[config.mk]
export PLATFORM = sky130hd
export DESIGN_NAME = id_ex_stage
export DESIGN_NICKNAME = d
export VERILOG_FILES = /design/src/rtl/id_ex_pkg.sv /design/src/rtl/id_hazard_unit.sv /design/src/rtl/id_ex_stage.sv
export SDC_FILE = /design/constraint.sdc
export NUM_CORES = 1
export LEC_CHECK = 0
export ABC_AREA = 0
export CAP_MARGIN = 20
export CORE_MARGIN = 10
export CORE_UTILIZATION = 35
export CTS_CLUSTER_DIAMETER = 150
export DETAILED_ROUTE_END_ITERATION = 7
export PLACE_DENSITY_LB_ADDON = 0.12
export SLEW_MARGIN = 0
export SYNTH_ARGS = -nofsm -noshare
export SYNTH_HDL_FRONTEND = slang
export SYNTH_SLANG_ARGS = --single-unit
[constraint.sdc]
create_clock -name clk -period 1.89 [get_ports clk]
set_input_delay 0.189 -clock clk [delete_from_list [all_inputs] [get_ports clk]]
set_output_delay 0.189 -clock clk [all_outputs]
set_load 0.01 [all_outputs]
[src/rtl/id_ex_pkg.sv]
// id_ex_pkg: shared constants, instruction field positions, FSM state codes,
// the ID/EX payload struct and small decode helpers for the decode/issue stage.
package id_ex_pkg;

  localparam int DATA_W   = 26;
  localparam int ADDR_W   = 5;
  localparam int NUM_REGS = 13;
  localparam int INSTR_W  = 32;
  localparam int IMM_W    = 13;

  // Instruction field bit positions
  localparam int OPC_HI = 31;
  localparam int OPC_LO = 28;
  localparam int RD_HI  = 27;
  localparam int RD_LO  = 23;
  localparam int RS1_HI = 22;
  localparam int RS1_LO = 18;
  localparam int RS2_HI = 17;
  localparam int RS2_LO = 13;
  localparam int IMM_HI = 12;
  localparam int IMM_LO = 0;

  // Stage FSM state codes
  localparam logic [0:0] ST_RUN   = 1'b0;
  localparam logic [0:0] ST_STALL = 1'b1;

  // Contents of the ID/EX pipeline register
  typedef struct packed {
    logic [3:0]        opcode;
    logic [ADDR_W-1:0] rd;
    logic [DATA_W-1:0] op1;
    logic [DATA_W-1:0] op2;
    logic [DATA_W-1:0] imm;
    logic              illegal;
  } idex_payload_t;

  // True when the index names an architectural register
  function automatic logic reg_ok(input logic [ADDR_W-1:0] a);
    return int'(a) < NUM_REGS;
  endfunction

  // r0 and out-of-range indices read as zero; otherwise bypass or register file
  function automatic logic [DATA_W-1:0] select_operand(
    input logic [ADDR_W-1:0] rs,
    input logic              fwd,
    input logic [DATA_W-1:0] rf_data,
    input logic [DATA_W-1:0] wb_data
  );
    if (rs == '0 || !reg_ok(rs)) return '0;
    return fwd ? wb_data : rf_data;
  endfunction

  function automatic logic [DATA_W-1:0] sign_extend_imm(input logic [IMM_W-1:0] imm);
    return {{(DATA_W-IMM_W){imm[IMM_W-1]}}, imm};
  endfunction

endpackage

[src/rtl/id_hazard_unit.sv]
// id_hazard_unit: combinational load-use / writeback hazard detection.
// Build option ID_EX_FORWARD_EN: writeback matches become bypass selects
// instead of stalls.
module id_hazard_unit
  import id_ex_pkg::*;
(
  input  logic [ADDR_W-1:0] i_rs1,
  input  logic [ADDR_W-1:0] i_rs2,
  input  logic              i_ex_is_load,
  input  logic [ADDR_W-1:0] i_ex_rd,
  input  logic              i_wb_we,
  input  logic [ADDR_W-1:0] i_wb_addr,
  output logic              o_stall,
  output logic              o_fwd1,
  output logic              o_fwd2
);

  logic w_load_use;
  logic w_wb_hit1;
  logic w_wb_hit2;

  // A load in EX cannot supply its result in time; r0 is never a real dependency
  assign w_load_use = i_ex_is_load && (i_ex_rd != '0) &&
                      ((i_ex_rd == i_rs1) || (i_ex_rd == i_rs2));

  assign w_wb_hit1 = i_wb_we && (i_wb_addr != '0) && (i_wb_addr == i_rs1);
  assign w_wb_hit2 = i_wb_we && (i_wb_addr != '0) && (i_wb_addr == i_rs2);

`ifdef ID_EX_FORWARD_EN
  // Write-through bypass: the writeback value is steered into the operand
  assign o_stall = w_load_use;
  assign o_fwd1  = w_wb_hit1;
  assign o_fwd2  = w_wb_hit2;
`else
  // No bypass: wait one cycle and re-read the register file after the write
  assign o_stall = w_load_use || w_wb_hit1 || w_wb_hit2;
  assign o_fwd1  = 1'b0;
  assign o_fwd2  = 1'b0;
`endif

endmodule

[src/rtl/id_ex_stage.sv]
// id_ex_stage: decode/issue stage in front of the 13 x 26-bit register file.
// Drives read addresses, samples read data on acceptance, detects hazards
// and holds the ID/EX pipeline register. Build option: ID_EX_FORWARD_EN.
module id_ex_stage
  import id_ex_pkg::*;
(
  input  logic               clk,
  input  logic               rst,
  input  logic               in_valid,
  input  logic [INSTR_W-1:0] in_instr,
  output logic               in_ready,
  output logic [ADDR_W-1:0]  rf_a1,
  output logic [ADDR_W-1:0]  rf_a2,
  input  logic [DATA_W-1:0]  rf_rd1,
  input  logic [DATA_W-1:0]  rf_rd2,
  input  logic               wb_we,
  input  logic [ADDR_W-1:0]  wb_addr,
  input  logic [DATA_W-1:0]  wb_data,
  input  logic               ex_is_load,
  input  logic [ADDR_W-1:0]  ex_rd,
  input  logic               flush,
  output logic               out_valid,
  input  logic               out_ready,
  output logic [3:0]         out_opcode,
  output logic [ADDR_W-1:0]  out_rd,
  output logic [DATA_W-1:0]  out_op1,
  output logic [DATA_W-1:0]  out_op2,
  output logic [DATA_W-1:0]  out_imm,
  output logic               out_illegal,
  output logic [15:0]        stall_cnt
);

  logic [3:0]        w_opcode;
  logic [ADDR_W-1:0] w_rd;
  logic [ADDR_W-1:0] w_rs1;
  logic [ADDR_W-1:0] w_rs2;
  logic [IMM_W-1:0]  w_imm13;
  logic              w_hazard;
  logic              w_fwd1;
  logic              w_fwd2;
  logic              w_accept;
  logic              w_stall_cycle;
  idex_payload_t     w_pl;

  logic [0:0]        r_state;
  logic              r_valid;
  idex_payload_t     r_pl;
  logic [15:0]       r_stall_cnt;

  assign w_opcode = in_instr[OPC_HI:OPC_LO];
  assign w_rd     = in_instr[RD_HI:RD_LO];
  assign w_rs1    = in_instr[RS1_HI:RS1_LO];
  assign w_rs2    = in_instr[RS2_HI:RS2_LO];
  assign w_imm13  = in_instr[IMM_HI:IMM_LO];

  assign rf_a1 = w_rs1;
  assign rf_a2 = w_rs2;

  id_hazard_unit u_hazard (
    .i_rs1        (w_rs1),
    .i_rs2        (w_rs2),
    .i_ex_is_load (ex_is_load),
    .i_ex_rd      (ex_rd),
    .i_wb_we      (wb_we),
    .i_wb_addr    (wb_addr),
    .o_stall      (w_hazard),
    .o_fwd1       (w_fwd1),
    .o_fwd2       (w_fwd2)
  );

  // Flush and reset block acceptance outright; otherwise accept when no hazard
  // and the ID/EX register is empty or being drained this cycle.
  assign in_ready = !rst && !flush && !w_hazard && (!r_valid || out_ready);
  assign w_accept = in_valid && in_ready;

  // A waiting instruction stays stalled until its hazard clears
  assign w_stall_cycle = w_hazard && !flush && (in_valid || (r_state == ST_STALL));

  // Build the payload the ID/EX register captures on acceptance
  always_comb begin
    // NOTE: default the whole struct first so no field can infer a latch.
    w_pl         = '0;
    w_pl.opcode  = w_opcode;
    w_pl.rd      = w_rd;
    w_pl.op1     = select_operand(w_rs1, w_fwd1, rf_rd1, wb_data);
    w_pl.op2     = select_operand(w_rs2, w_fwd2, rf_rd2, wb_data);
    w_pl.imm     = sign_extend_imm(w_imm13);
    w_pl.illegal = !reg_ok(w_rd) || !reg_ok(w_rs1) || !reg_ok(w_rs2);
  end

  // Stage FSM, ID/EX register and saturating bubble counter
  always_ff @(posedge clk) begin
    // NOTE: non-blocking assignments so every register samples pre-edge values.
    if (rst) begin
      r_state     <= ST_RUN;
      r_valid     <= 1'b0;
      // NOTE: payload is reset too, since every output must read 0 out of reset.
      r_pl        <= '0;
      r_stall_cnt <= '0;
    end else if (flush) begin
      r_state <= ST_RUN;
      r_valid <= 1'b0;
    end else begin
      r_state <= w_stall_cycle ? ST_STALL : ST_RUN;
      if (w_stall_cycle && (r_stall_cnt != 16'hFFFF)) begin
        r_stall_cnt <= r_stall_cnt + 16'd1;
      end
      if (w_accept) begin
        r_valid <= 1'b1;
        r_pl    <= w_pl;
      end else if (out_ready) begin
        r_valid <= 1'b0;
      end
    end
  end

  assign out_valid   = r_valid;
  assign out_opcode  = r_pl.opcode;
  assign out_rd      = r_pl.rd;
  assign out_op1     = r_pl.op1;
  assign out_op2     = r_pl.op2;
  assign out_imm     = r_pl.imm;
  assign out_illegal = r_pl.illegal;
  assign stall_cnt   = r_stall_cnt;

endmodule

Yosys cells after proc, flatten, opt, wreduce, memory -nomap -nowiden
Index checks and enable logic that the tools add are counted.

word-level totals
  input bits = 127
  logic and storage cells = 64
  output and inout bits = 116
  flip-flop bits (word level) = 93

operators by class
  muxes and demuxes = 9
  $lt $le $gt $ge = 3
  equal/unequal tests = 5
  reductions and logical operators = 36
  add/sub/neg operators = 1
  bitwise logic cells = 1

operators by type and width
  kind                                                count
  2-to-1 mux 26 bit                                   4
  equality test 5 bit                                 4
  adder 16 x 1 -> 16 bit, second input constant       1
  != test 16 bit, second input constant               1
  < comparator 5 x 4 -> 1 bit, second input constant  3
  logical AND 1 bit                                   12
  logical NOT 5 bit                                   2
  nonzero test 5 bit                                  2
  logical OR 1 bit                                    9
  logical NOT 1 bit                                   7
  2-to-1 mux 1 bit                                    5
  AND reduction 2 bit                                 2
  nonzero test 2 bit                                  1
  OR reduction 2 bit                                  1
  inverter 1 bit                                      1

Logic depth before layout (Yosys ltp)
Gate-level depths: netlist of run 1.

  depth after elaboration = 10
  depth in mapped cells = 8
  depth with buffers taken out = 6

By module
From an unflattened synthesis of run 1, not the netlist that was laid out.

unflattened totals
  cells, all modules = 572
  area total of the unflattened synthesis = 4740.8 um^2

modules (own cells, without submodules)
  module          area an instance (um^2)  times used  cells each  sequential area each (um^2)
  id_ex_stage     4465.5                   1           534         1861.8
  id_hazard_unit  275.3                    1           38          0.0

Worst setup path after synthesis of run 1
Ideal clock, no wire load.

  path type = register to register
  start point = register r_stall_cnt[5] (netlist: stall_cnt[5])
  end point = register r_stall_cnt[11] (netlist: stall_cnt[11])
  buffers on the path = 1
  arrival = 1.806 ns
  setup time = 0.121 ns
  cell stages (with the launch flop) = 8
  required time = 1.769 ns
  period minus slack after synthesis = 1.926 ns
  slack = -0.036 ns
  cell sequence = dfxtp_1 and4_1 nand2_1 nor4_2 or2_2 buf_2 nor4_1 mux2_2

on the way
  longest elaborated chain between the ends = 3
  elaborated cells between the ends (all ways) = 4
  classes of those cells = 1 x add/sub; 1 x eq/ne; 2 x reduce/logical

RTL lines
  element                                                         line                text
  start, declared                                                 id_ex_stage.sv:48   logic [15:0] r_stall_cnt;
  start signal, assigned                                          id_ex_stage.sv:106  r_stall_cnt <= r_stall_cnt + 16'd1;
  branches (longest 3 deep; another with adder 16 x 1 -> 16 bit)  n/a

Several ways; the timed one is not identified.
A chain may end at the register's enable or synchronous reset.

Worst setup path after layout of run 1
  start point = input port wb_addr[0]
  end point = register r_pl (netlist bit out_op2[3])

on the way
  longest elaborated chain between the ends = 10
  elaborated cells between the ends (all ways) = 13
  classes of those cells = 2 x eq/ne; 11 x reduce/logical

RTL lines
  element                           line                                        text
  start, declared                   id_ex_stage.sv:17                           input logic [ADDR_W-1:0] wb_addr,
  nonzero test 5 bit                id_hazard_unit.sv:26, id_hazard_unit.sv:27
  logical AND 1 bit                 id_hazard_unit.sv:26, id_hazard_unit.sv:27
  logical AND 1 bit                 id_hazard_unit.sv:26                        assign w_wb_hit1 = i_wb_we && (i_wb_addr != '0) && (i_wb_addr == i_rs1);
  logical OR 1 bit                  id_hazard_unit.sv:36                        assign o_stall = w_load_use || w_wb_hit1 || w_wb_hit2;
  logical OR 1 bit *                id_hazard_unit.sv:36
  logical NOT 1 bit *               id_ex_stage.sv:73                           assign in_ready = !rst && !flush && !w_hazard && (!r_valid || out_ready);
  logical AND 1 bit * (2 in a row)  id_ex_stage.sv:73
  logical AND 1 bit *               id_ex_stage.sv:74                           assign w_accept = in_valid && in_ready;
  AND reduction 2 bit (no line) *   n/a
  end signal, assigned              id_ex_stage.sv:110                          r_pl <= w_pl;
  end, declared                     id_ex_stage.sv:47                           idex_payload_t r_pl;

Mark *: on every way between the ends. The rest lies on a longest branch, timed or not.

==> results of run 1 <==
## layer usage
metal	up-vias	global-route usage (%)
met1	2064	18.4
met4	0	5.95
met3	14	7.37
met5	-	0
met2	135	28.9
li1	2161	-
## logic make-up after synthesis
group / after synthesis / share of synthesized area, %
compound gates: 95 / 18.1
xor+xnor: 20 / 4.08
fa+ha+maj: 1 / 0.291
buf+inv: 62 / 8.15
flops: 93 / 43.3
mux: 24 / 5.65
simple gates: 195 / 20.4
## flip-flops by register name, indices dropped and copies added, names as in the netlist
register and cells:
r_state 1, out_imm 13, out_rd 5, out_valid 1, out_opcode 4, stall_cnt 16, out_op1 26, out_op2 26
out_illegal 1
## metrics by stage
stage          power, mW  hold slack (ns)
2_1_floorplan       2.36            0.267
3_3_place_gp        2.81            0.445
3_5_place_dp        2.82            0.457
4_1_cts             4.76            0.361
5_1_grt             4.91            0.399
6_report            4.71            0.366
## area by class of cell
class	instances	area share, %
Timing Repair Buffer	272	37.0
Multi-Input combinational cell	335	30.0
Sequential cell	93	25.7
Clock buffer	10	3.17
Tap cell	147	2.54
Clock inverter	6	1.21
Inverter	6	0.311
## worst max-delay path by stage
| stage | from | endpoint | slack, ns | cells after the start |
|---|---|---|---|---|
| floorplan | stall_cnt[3]$_SDFFE_PP0P_ | stall_cnt[7]$_SDFFE_PP0P_ | 0.006 | 8 |
| global placement | in_instr[13] | out_op2[22]$_SDFFE_PP0P_ | -0.59 | 7 |
| detailed placement | in_instr[13] | stall_cnt[11]$_SDFFE_PP0P_ | -0.56 | 8 |
| CTS | ex_rd[0] | in_ready | -0.03 | 6 |
| global route | ex_rd[0] | out_op2[7]$_SDFFE_PP0P_ | 0.0003 | 9 |
| finish | wb_addr[0] | out_op2[3]$_SDFFE_PP0P_ | 0.05 | 9 |
## report_power, final
part           internal, mW  total (mW)  switching, mW
Clock                  1.16        1.91          0.757
Sequential             2.00        2.02         0.0221
Combinational         0.437       0.772          0.335
Total                  3.59        4.71           1.11
## critical path, cell delays in order
cell	delay, ns
dlygate4sd2_1	0.28
or4_4	0.51
o21ai_4	0.18
buf_6	0.13
o221ai_4	0.12
buf_12	0.16
buf_4	0.14
buf_4	0.15
a31o_1	0.21
## placed cells by master, fill, tap and decap left out, types with 3 or more instances in the layout
cell type / count
o31ai_1: 4
a21oi_1: 12
dfxtp_1: 93
inv_1: 5
nand2_1: 61
clkdlybuf4s50_1: 194
a31o_1: 28
xor2_1: 20
nor3_2: 4
or4_1: 4
nor2_1: 84
o41ai_1: 3
dlygate4sd2_1: 17
clkinvlp_4: 3
mux2i_1: 22
nand3_1: 7
clkbuf_16: 10
a31o_2: 25
nor4_1: 8
buf_4: 43
buf_12: 5
buf_6: 5
clkbuf_2: 3
## timing repair
action,CTS,global route
setup buffers,2,2
gates cloned,1,1
setup endpoints to repair,89,39
pin swaps,3,5
gates resized for setup,30,16
endpoints found under the hold margin,0,0
==> impl_metrics.py, run 1 <==
metrics = {
    "finish": {
        "n_fill_cell": 1057,
        "register_area_sq_um": 1860,
        "post-route-util_pct": 60.2,
        "synthToLayoutAreaGrowth_pct": 68.3,
        "antenna_cells": 0,
        "fin_nets": 845,
        "multiInputGateArea_sq_um": 2170,
        "layout.cells.non_filler": 869,
        "drive_above_1_share_pct": 17.2,
        "design_area_sq_um": 7230,
    },
    "detailed_routing": {
        "drt_pass1_iterations": 4,
        "wire_per_inst_microns": 17.7,
        "wl_met3_mm": 1.52,
        "met1Wirelength_mm": 5.93,
        "routed_wl_mm": 15.3,
        "antenna_left": 0,
        "num_vias": 4374,
        "drc": 0,
        "drt_iter0_drc": 202,
        "top_layer": "met4",
        "wl_met2_mm": 7.68,
        "drt-vias-per-instance": 5.03,
    },
    "placement": {
        "gp_congestion": 0.953,
        "dpl.hpwl_mm": 11.5,
        "dp_slack_ns": -0.556,
        "numPortBuffers": 216,
        "post-place-cells": 847,
        "dpl_cell_area_sq_um": 6790,
    },
    "sta": {
        "tns_ns": 0,
        "rsz0062_at_grt": "no",
        "finalMaxSlewViolations": 0,
        "slew_headroom_pct": 57.8,
        "setup_violations": 0,
        "max_freq_ghz": 0.544,
        "fin_worst_skew_ns": 0.00516,
        "setup_ws_ns": 0.0510,
        "finalCriticalPeriod_ns": 1.84,
        "post-route-period-util_pct": 97.3,
        "hold_violations": 0,
        "tightestPinTransition_ns": 0.627,
    },
    "logic_synthesis": {
        "netlist_instances": 490,
        "synth.area.top_cells": "dfxtp_1 43%, nor2_1 7.3%, a31o_1 5.7%",
        "netlist_area_sq_um": 4300,
        "synth_edf_count": 0,
        "syn_avg_cell_area_sq_um": 8.77,
        "async_flop_share_pct": 0,
        "synth.yosys.warnings": 0,
        "synth.top_cell.area_share_pct": 43.3,
        "syn-num-nets": 618,
        "ys_seq_area_share_pct": 43.3,
        "synth.distinct_cells": 49,
        "yosysMostFrequentCell": "dfxtp_1",
        "yosys_register_bits": 93,
        "synthFlopType": "dfxtp_1",
        "ys_top_cells_by_count": "93 x dfxtp_1, 84 x nor2_1, 63 x nand2_1, 28 x a31o_1",
        "synth_top_area_cell": "dfxtp_1",
    },
    "global_route": {
        "grt_max_degree": 57,
        "grt_use_total_pct": 17.0,
        "gr-total-overflow": 0,
        "grt_pass1_wl_mm": 23.0,
        "grt_antenna_before_repair": 0,
        "grt_pass1_vias": 4359,
    },
    "worst_hold_path": {
        "whs_path_depth": 5,
        "worst_hold_path_type": "in -> reg",
        "hp-start": "rst",
        "holdPathEnd": "out_op2[0]$_SDFFE_PP0P_",
    },
    "clocking": {
        "cts.path.max_buffers": 2,
        "ctsHoldBuffers": 0,
        "clockRootBuffer": "clkbuf_16",
        "clk_latency_ns": 0.34,
        "clk_transition_reported_paths_ns": 0.06,
        "cts_tree": "built",
        "cts.sinks": 93,
        "h-tree-depth": 3,
        "cts-buffers-inserted": 9,
    },
    "run_status": {
        "status": "finished clean",
    },
    "critical_path": {
        "r2r_end": "stall_cnt[2]$_SDFFE_PP0P_",
        "cp-end-kind": "flip-flop",
        "r2r_setup_slack_ns": 0.12,
        "critPathLaunchType": "input pin",
        "required_ns": 2.12,
        "criticalPathCategory": "in -> reg",
        "critical_path_arrival_ns": 2.07,
        "rr_worst_depth": 7,
        "cp_max_fo": 8,
        "reg2reg_from": "stall_cnt[5]$_SDFFE_PP0P_",
    },
    "power_and_ir_drop": {
        "ir_drop_v": 0.000454,
        "p_leak_nw": 2.84,
        "powerDensity_nw_per_um2": 651,
    },
    "floorplan": {
        "ios": 243,
        "die_height_microns": 131,
        "chipWidth_microns": 131,
        "start_util_pct": 35.8,
        "coreArea_sq_um": 12000,
        "row_count": 40,
        "die-area_sq_um": 17100,
    },
    "job": {
        "maxCapViolations": 0,
    },
}
Power figures use the tool's default switching activity.
==> run 2: changes to the inputs <==
--- a/config.mk
+++ b/config.mk
@@ -11,6 +11,7 @@
 export CORE_UTILIZATION = 35
 export CTS_CLUSTER_DIAMETER = 150
 export DETAILED_ROUTE_END_ITERATION = 7
+export GPL_TIMING_DRIVEN = 0
 export PLACE_DENSITY_LB_ADDON = 0.12
 export SLEW_MARGIN = 0
 export SYNTH_ARGS = -nofsm -noshare
==> run 2 against run 1 <==
Against the previous run:
- design area decreased by 2.1%
- flip-flop and latch count unchanged
- global-route usage increased by 1.0 points
- first-iteration DRC count grew 38%
- wire length increased by 3.2%
- critical path depth fell by 3
- register-to-register slack got worse by 0.07 ns
- critical path type is now reg -> reg
- largest cell class unchanged
- highest routed layer unchanged
==> impl_metrics.py, run 2 (synthesized netlist as in run 1, its figures left out) <==
metrics = {
    "run_status": {
        "status": "finished clean",
    },
    "clocking": {
        "cts.sinks": 93,
        "ctsHoldBuffers": 0,
        "clk_transition_reported_paths_ns": 0.06,
        "h-tree-depth": 3,
        "clockRootBuffer": "clkbuf_16",
        "cts.path.max_buffers": 2,
        "cts-buffers-inserted": 9,
        "cts_tree": "built",
        "clk_latency_ns": 0.34,
    },
    "sta": {
        "rsz0062_at_grt": "yes",
        "finalMaxSlewViolations": 0,
        "max_freq_ghz": 0.544,
        "post-route-period-util_pct": 97.2,
        "finalCriticalPeriod_ns": 1.84,
        "fin_worst_skew_ns": 0.00770,
        "tightestPinTransition_ns": 0.627,
        "slew_headroom_pct": 58.2,
        "hold_violations": 0,
        "setup_violations": 0,
        "whs_ns": 0.293,
    },
    "finish": {
        "synthToLayoutAreaGrowth_pct": 64.9,
        "fin_nets": 856,
        "multiInputGateArea_sq_um": 2220,
        "mostFrequentLayoutCells": "194 x clkdlybuf4s50_1, 84 x nor2_1, 84 x dfxtp_1",
        "n_fill_cell": 1130,
        "final_common_cell": "clkdlybuf4s50_1",
        "register_area_sq_um": 1880,
        "post-route-util_pct": 59.0,
        "drive_above_1_share_pct": 20.1,
        "layout.cells.non_filler": 879,
    },
    "floorplan": {
        "row_count": 40,
        "start_util_pct": 35.8,
        "die_height_microns": 131,
        "coreArea_sq_um": 12000,
        "ios": 243,
        "chipWidth_microns": 131,
        "die-area_sq_um": 17100,
    },
    "critical_path": {
        "worstPathCellList": "nand4_1, nor4_4, buf_4, nor2_1, nand3_1, mux2_2",
        "r2r_setup_slack_ns": 0.05,
        "path_depth": 6,
        "cp-end-kind": "flip-flop",
        "critPathLaunchType": "flip-flop",
        "critical_path_arrival_ns": 2.07,
        "slowest_stage": "dfxtp_1",
        "required_ns": 2.13,
        "cp_slowest_stage_delay_ns": 0.39,
        "cp_max_fo": 6,
        "crit_path_end": "stall_cnt[2]$_SDFFE_PP0P_",
        "criticalPathCategory": "reg -> reg",
        "reg2reg_from": "stall_cnt[10]$_SDFFE_PP0P_",
        "rr_worst_depth": 6,
        "crit_buf_inv": 1,
        "crit_family": "simple AND/OR/NAND/NOR gates",
        "r2r_end": "stall_cnt[2]$_SDFFE_PP0P_",
        "critPathLaunch": "stall_cnt[10]$_SDFFE_PP0P_",
    },
    "placement": {
        "gp_congestion": 0.809,
        "numPortBuffers": 215,
        "post-place-cells": 852,
        "dpl.hpwl_mm": 12.2,
    },
    "power_and_ir_drop": {
        "swShare_pct": 24.2,
        "powerDensity_nw_per_um2": 623,
        "p_switching_mw": 1.07,
        "combinationalPowerShare_pct": 16.7,
        "clkPwrFrac_pct": 37.5,
        "p_seq_share_pct": 45.8,
        "ir_drop_v": 0.000454,
        "internal_power_mw": 3.34,
        "p_leak_nw": 2.79,
    },
    "detailed_routing": {
        "routed_wl_mm": 15.8,
        "drt-vias-per-instance": 5.03,
        "antenna_left": 0,
        "num_vias": 4419,
        "drt_pass1_iterations": 4,
        "drc": 0,
        "drt_iter0_drc": 279,
        "wire_per_inst_microns": 18.0,
    },
    "global_route": {
        "grt_pass1_vias": 4464,
        "grt_pass1_wl_mm": 24.0,
        "grt_antenna_before_repair": 0,
        "grt_max_degree": 16,
        "grt_use_total_pct": 18.0,
        "gr-total-overflow": 0,
    },
    "worst_hold_path": {
        "worst_hold_path_type": "in -> reg",
        "whs_path_depth": 4,
        "hp-start": "in_instr[22]",
    },
    "job": {
        "maxCapViolations": 0,
    },
}
[run 2: changes by cell type in the layout (fill, tap and decap cells not counted), moves of 4 or more]
| cell | before | now |
|---|---|---|
| clkbuf_2 | 3 | 10 |
| buf_2 | 2 | 15 |
| clkbuf_1 | 1 | 17 |
| buf_12 | 5 | 0 |
| dfxtp_1 | 93 | 84 |
| dfxtp_2 | 0 | 6 |
| dlygate4sd2_1 | 17 | 1 |
| buf_6 | 5 | 1 |
[run 2: worst min-delay path by stage]
stage | slack [ns] | to
6_report | 0.29 | out_illegal$_SDFFE_PP0P_
5_1_grt | 0.31 | out_illegal$_SDFFE_PP0P_
4_1_cts | 0.43 | stall_cnt[11]$_SDFFE_PP0P_
3_5_place_dp | 0.45 | out_illegal$_SDFFE_PP0P_
3_3_place_gp | 0.44 | out_illegal$_SDFFE_PP0P_
2_1_floorplan | 0.27 | out_valid$_SDFFE_PP0P_
[run 2: layout make-up]
type,count,area share (%)
Multi-Input combinational cell,335,31.4
Buffer,53,4.54
Clock inverter,2,0.141
Timing Repair Buffer,230,30.8
Tap cell,147,2.60
Antenna cell,1,0.0353
Sequential cell,93,26.6
Clock buffer,12,3.62
Inverter,6,0.318
[run 2: worst min-delay path, stage by stage]
cell	delay [ns]
clkbuf_2	0.13
inv_1	0.08
a31o_2	0.14
a21oi_1	0.05
[run 2: layer usage]
metal	GRT usage (%)	routed length (microns)	vias up	share of wire (%)
met3	7.09	1470	14	9.3
li1	-	-	2174	-
met4	6.15	215	0	1.4
met2	31.4	8130	152	51
met1	19.3	6020	2079	38
met5	0	0	-	0
[run 2: what timing repair did]
action	in CTS	in global routing
setup endpoints to repair	106	90
gates cloned	0	0
pin swaps	13	12
setup buffers	14	1
endpoints found under the hold margin	0	0
resized for setup	75	42
[run 2: stage by stage]
stage | total power, mW | worst slack (ns) | instance area, sq um | setup TNS, ns
5_1_grt | 4.61 | -0.0621 | 7080 | -0.0763
3_5_place_dp | 2.80 | -1.18 | 6640 | -62.66
6_report | 4.41 | 0.0527 | 7080 | 0
4_1_cts | 4.49 | -0.0471 | 7090 | -0.0478
3_3_place_gp | 2.79 | -1.16 | 6640 | -61.79
2_1_floorplan | 2.36 | 0.00580 | 4300 | 0
[run 2: power groups by stage]
stage / clock, mW / combinational [mW] / sequential, mW
2_1_floorplan: 0 / 0.278 / 2.08
3_3_place_gp: 0 / 0.722 / 2.06
3_5_place_dp: 0 / 0.732 / 2.07
4_1_cts: 1.72 / 0.752 / 2.02
5_1_grt: 1.79 / 0.800 / 2.02
6_report: 1.65 / 0.739 / 2.02
==> run 3: changes to the inputs <==
--- a/config.mk
+++ b/config.mk
@@ -13,6 +13,7 @@
 export DETAILED_ROUTE_END_ITERATION = 7
 export GPL_TIMING_DRIVEN = 0
 export PLACE_DENSITY_LB_ADDON = 0.12
+export SKIP_LAST_GASP = 1
 export SLEW_MARGIN = 0
 export SYNTH_ARGS = -nofsm -noshare
 export SYNTH_HDL_FRONTEND = slang
==> run 3 against run 2 <==
Against the previous run:
- via count up 0.48%
- largest cell class unchanged
- fmax down 2.8%
- the flow now finishes with violations (negative setup slack)
- register-to-register slack worse by 0.05 ns
- non-clock buffer count rose by 2
==> impl_metrics.py, run 3 (synthesized netlist as in run 1, its figures left out) <==
metrics = {
    "run_status": {
        "status": "finished, violations left",
        "failed_checks": "negative setup slack",
    },
    "clocking": {
        "cts-buffers-inserted": 9,
        "ctsHoldBuffers": 0,
        "clockRootBuffer": "clkbuf_16",
        "cts.path.max_buffers": 2,
        "cts_tree": "built",
        "h-tree-depth": 3,
        "clk_latency_ns": 0.34,
        "clk_transition_reported_paths_ns": 0.06,
        "cts.sinks": 93,
    },
    "worst_hold_path": {
        "worst_hold_path_type": "in -> reg",
        "whs_path_depth": 4,
        "holdPathEnd": "out_illegal$_SDFFE_PP0P_",
        "hp-start": "in_instr[22]",
    },
    "placement": {
        "dpl_cell_area_sq_um": 6640,
        "numPortBuffers": 215,
        "dpl.hpwl_mm": 12.2,
        "post-place-cells": 852,
        "gp_congestion": 0.809,
    },
    "global_route": {
        "grt_pass1_vias": 4469,
        "grt_use_total_pct": 17.9,
        "grt_pass1_wl_mm": 23.9,
        "grt_max_degree": 16,
        "grt_antenna_before_repair": 0,
        "gr-total-overflow": 0,
    },
    "finish": {
        "mostFrequentLayoutCells": "194 x clkdlybuf4s50_1, 84 x nor2_1, 84 x dfxtp_1",
        "post-route-util_pct": 58.9,
        "register_area_sq_um": 1880,
        "design_area_sq_um": 7080,
        "drive_above_1_share_pct": 20.6,
        "synthToLayoutAreaGrowth_pct": 64.7,
        "layout.cells.non_filler": 881,
        "multiInputGateArea_sq_um": 2210,
        "n_fill_cell": 1124,
        "fin_nets": 858,
        "final_common_cell": "clkdlybuf4s50_1",
    },
    "critical_path": {
        "reg2reg_from": "stall_cnt[0]$_SDFFE_PP0P_",
        "rr_worst_depth": 6,
        "cp_max_fo": 6,
        "cp-end-kind": "flip-flop",
        "required_ns": 2.13,
        "critPathLaunchType": "flip-flop",
        "criticalPathCategory": "reg -> reg",
        "critical_path_arrival_ns": 2.13,
        "r2r_end": "stall_cnt[14]$_SDFFE_PP0P_",
        "r2r_setup_slack_ns": -0.0004,
    },
    "floorplan": {
        "chipWidth_microns": 131,
        "start_util_pct": 35.8,
        "die-area_sq_um": 17100,
        "die_height_microns": 131,
        "coreArea_sq_um": 12000,
        "row_count": 40,
        "ios": 243,
    },
    "sta": {
        "fin_worst_skew_ns": 0.00529,
        "setup_violations": 1,
        "finalMaxSlewViolations": 0,
        "hold_violations": 0,
        "tns_ns": -0.000429,
        "rsz0062_at_grt": "yes",
        "setup_ws_ns": -0.000429,
        "tightestPinTransition_ns": 0.637,
        "max_freq_ghz": 0.529,
        "slew_headroom_pct": 57.5,
        "post-route-period-util_pct": 100,
        "finalCriticalPeriod_ns": 1.89,
    },
    "detailed_routing": {
        "routed_wl_mm": 15.9,
        "drt-vias-per-instance": 5.04,
        "drt_pass1_iterations": 4,
        "drc": 0,
        "num_vias": 4440,
        "wire_per_inst_microns": 18.1,
        "drt_iter0_drc": 287,
        "antenna_left": 0,
    },
    "power_and_ir_drop": {
        "clkPwrFrac_pct": 37.4,
        "combinationalPowerShare_pct": 16.9,
        "swShare_pct": 24.2,
        "powerDensity_nw_per_um2": 624,
        "ir_drop_v": 0.000455,
        "p_leak_nw": 2.79,
        "p_switching_mw": 1.07,
        "p_seq_share_pct": 45.7,
        "internal_power_mw": 3.35,
        "total_power_mw": 4.42,
    },
    "job": {
        "maxCapViolations": 0,
    },
}
[run 3: cell type report]
type | count | share of cell area (%)
plain buffers | 55 | 4.88
clock inverters | 2 | 0.141
multi-input cells | 335 | 31.3
clock buffers | 12 | 3.62
inverters | 6 | 0.318
diodes | 1 | 0.0354
well taps | 147 | 2.60
flip-flops and latches | 93 | 26.6
repair buffers | 230 | 30.6
[run 3: worst max-delay path, stage by stage, from the launching register on]
cell	delay, ns
dfxtp_4	0.37
ha_2	0.19
nand2_2	0.09
buf_4	0.15
or3_1	0.38
or3_1	0.34
o221a_2	0.27
[run 3: routing by layer]
layer	routed length [microns]	track usage, %	up-vias
met5	0	0	-
met4	291	6.15	0
met3	1510	7.09	18
met2	8120	31.2	164
met1	5990	19.3	2087
li1	-	-	2171
[run 3: timing repair]
action	4_1_cts	5_1_grt
gates resized for setup	69	49
setup buffers	14	1
pin swaps	13	14
endpoints found under the setup margin	106	91
[run 3: power groups by stage]
stage / logic [mW] / registers [mW] / clock network [mW]
after global routing: 0.807 / 2.02 / 1.79
after detailed placement: 0.732 / 2.07 / 0
after CTS: 0.751 / 2.02 / 1.72
final: 0.746 / 2.02 / 1.65
after floorplan: 0.278 / 2.08 / 0
after global placement: 0.722 / 2.06 / 0
[run 3: worst max path at each step]
stage / end / slack [ns] / cells past startpoint / from
after floorplan: stall_cnt[7]$_SDFFE_PP0P_ / 0.006 / 8 / stall_cnt[3]$_SDFFE_PP0P_
after global placement: in_ready / -1.16 / 9 / in_instr[17]
after detailed placement: in_ready / -1.18 / 9 / in_instr[17]
after CTS: in_ready / -0.07 / 8 / ex_rd[3]
after global routing: stall_cnt[14]$_SDFFE_PP0P_ / -0.07 / 6 / stall_cnt[0]$_SDFFE_PP0P_
final: stall_cnt[14]$_SDFFE_PP0P_ / -0.0004 / 6 / stall_cnt[0]$_SDFFE_PP0P_
[run 3: metrics by stage]
step / hold WS, ns / worst slack [ns]
final: 0.294 / -0.000429
after global routing: 0.313 / -0.0675
after CTS: 0.408 / -0.0699
after detailed placement: 0.451 / -1.18
after global placement: 0.439 / -1.16
after floorplan: 0.267 / 0.00580
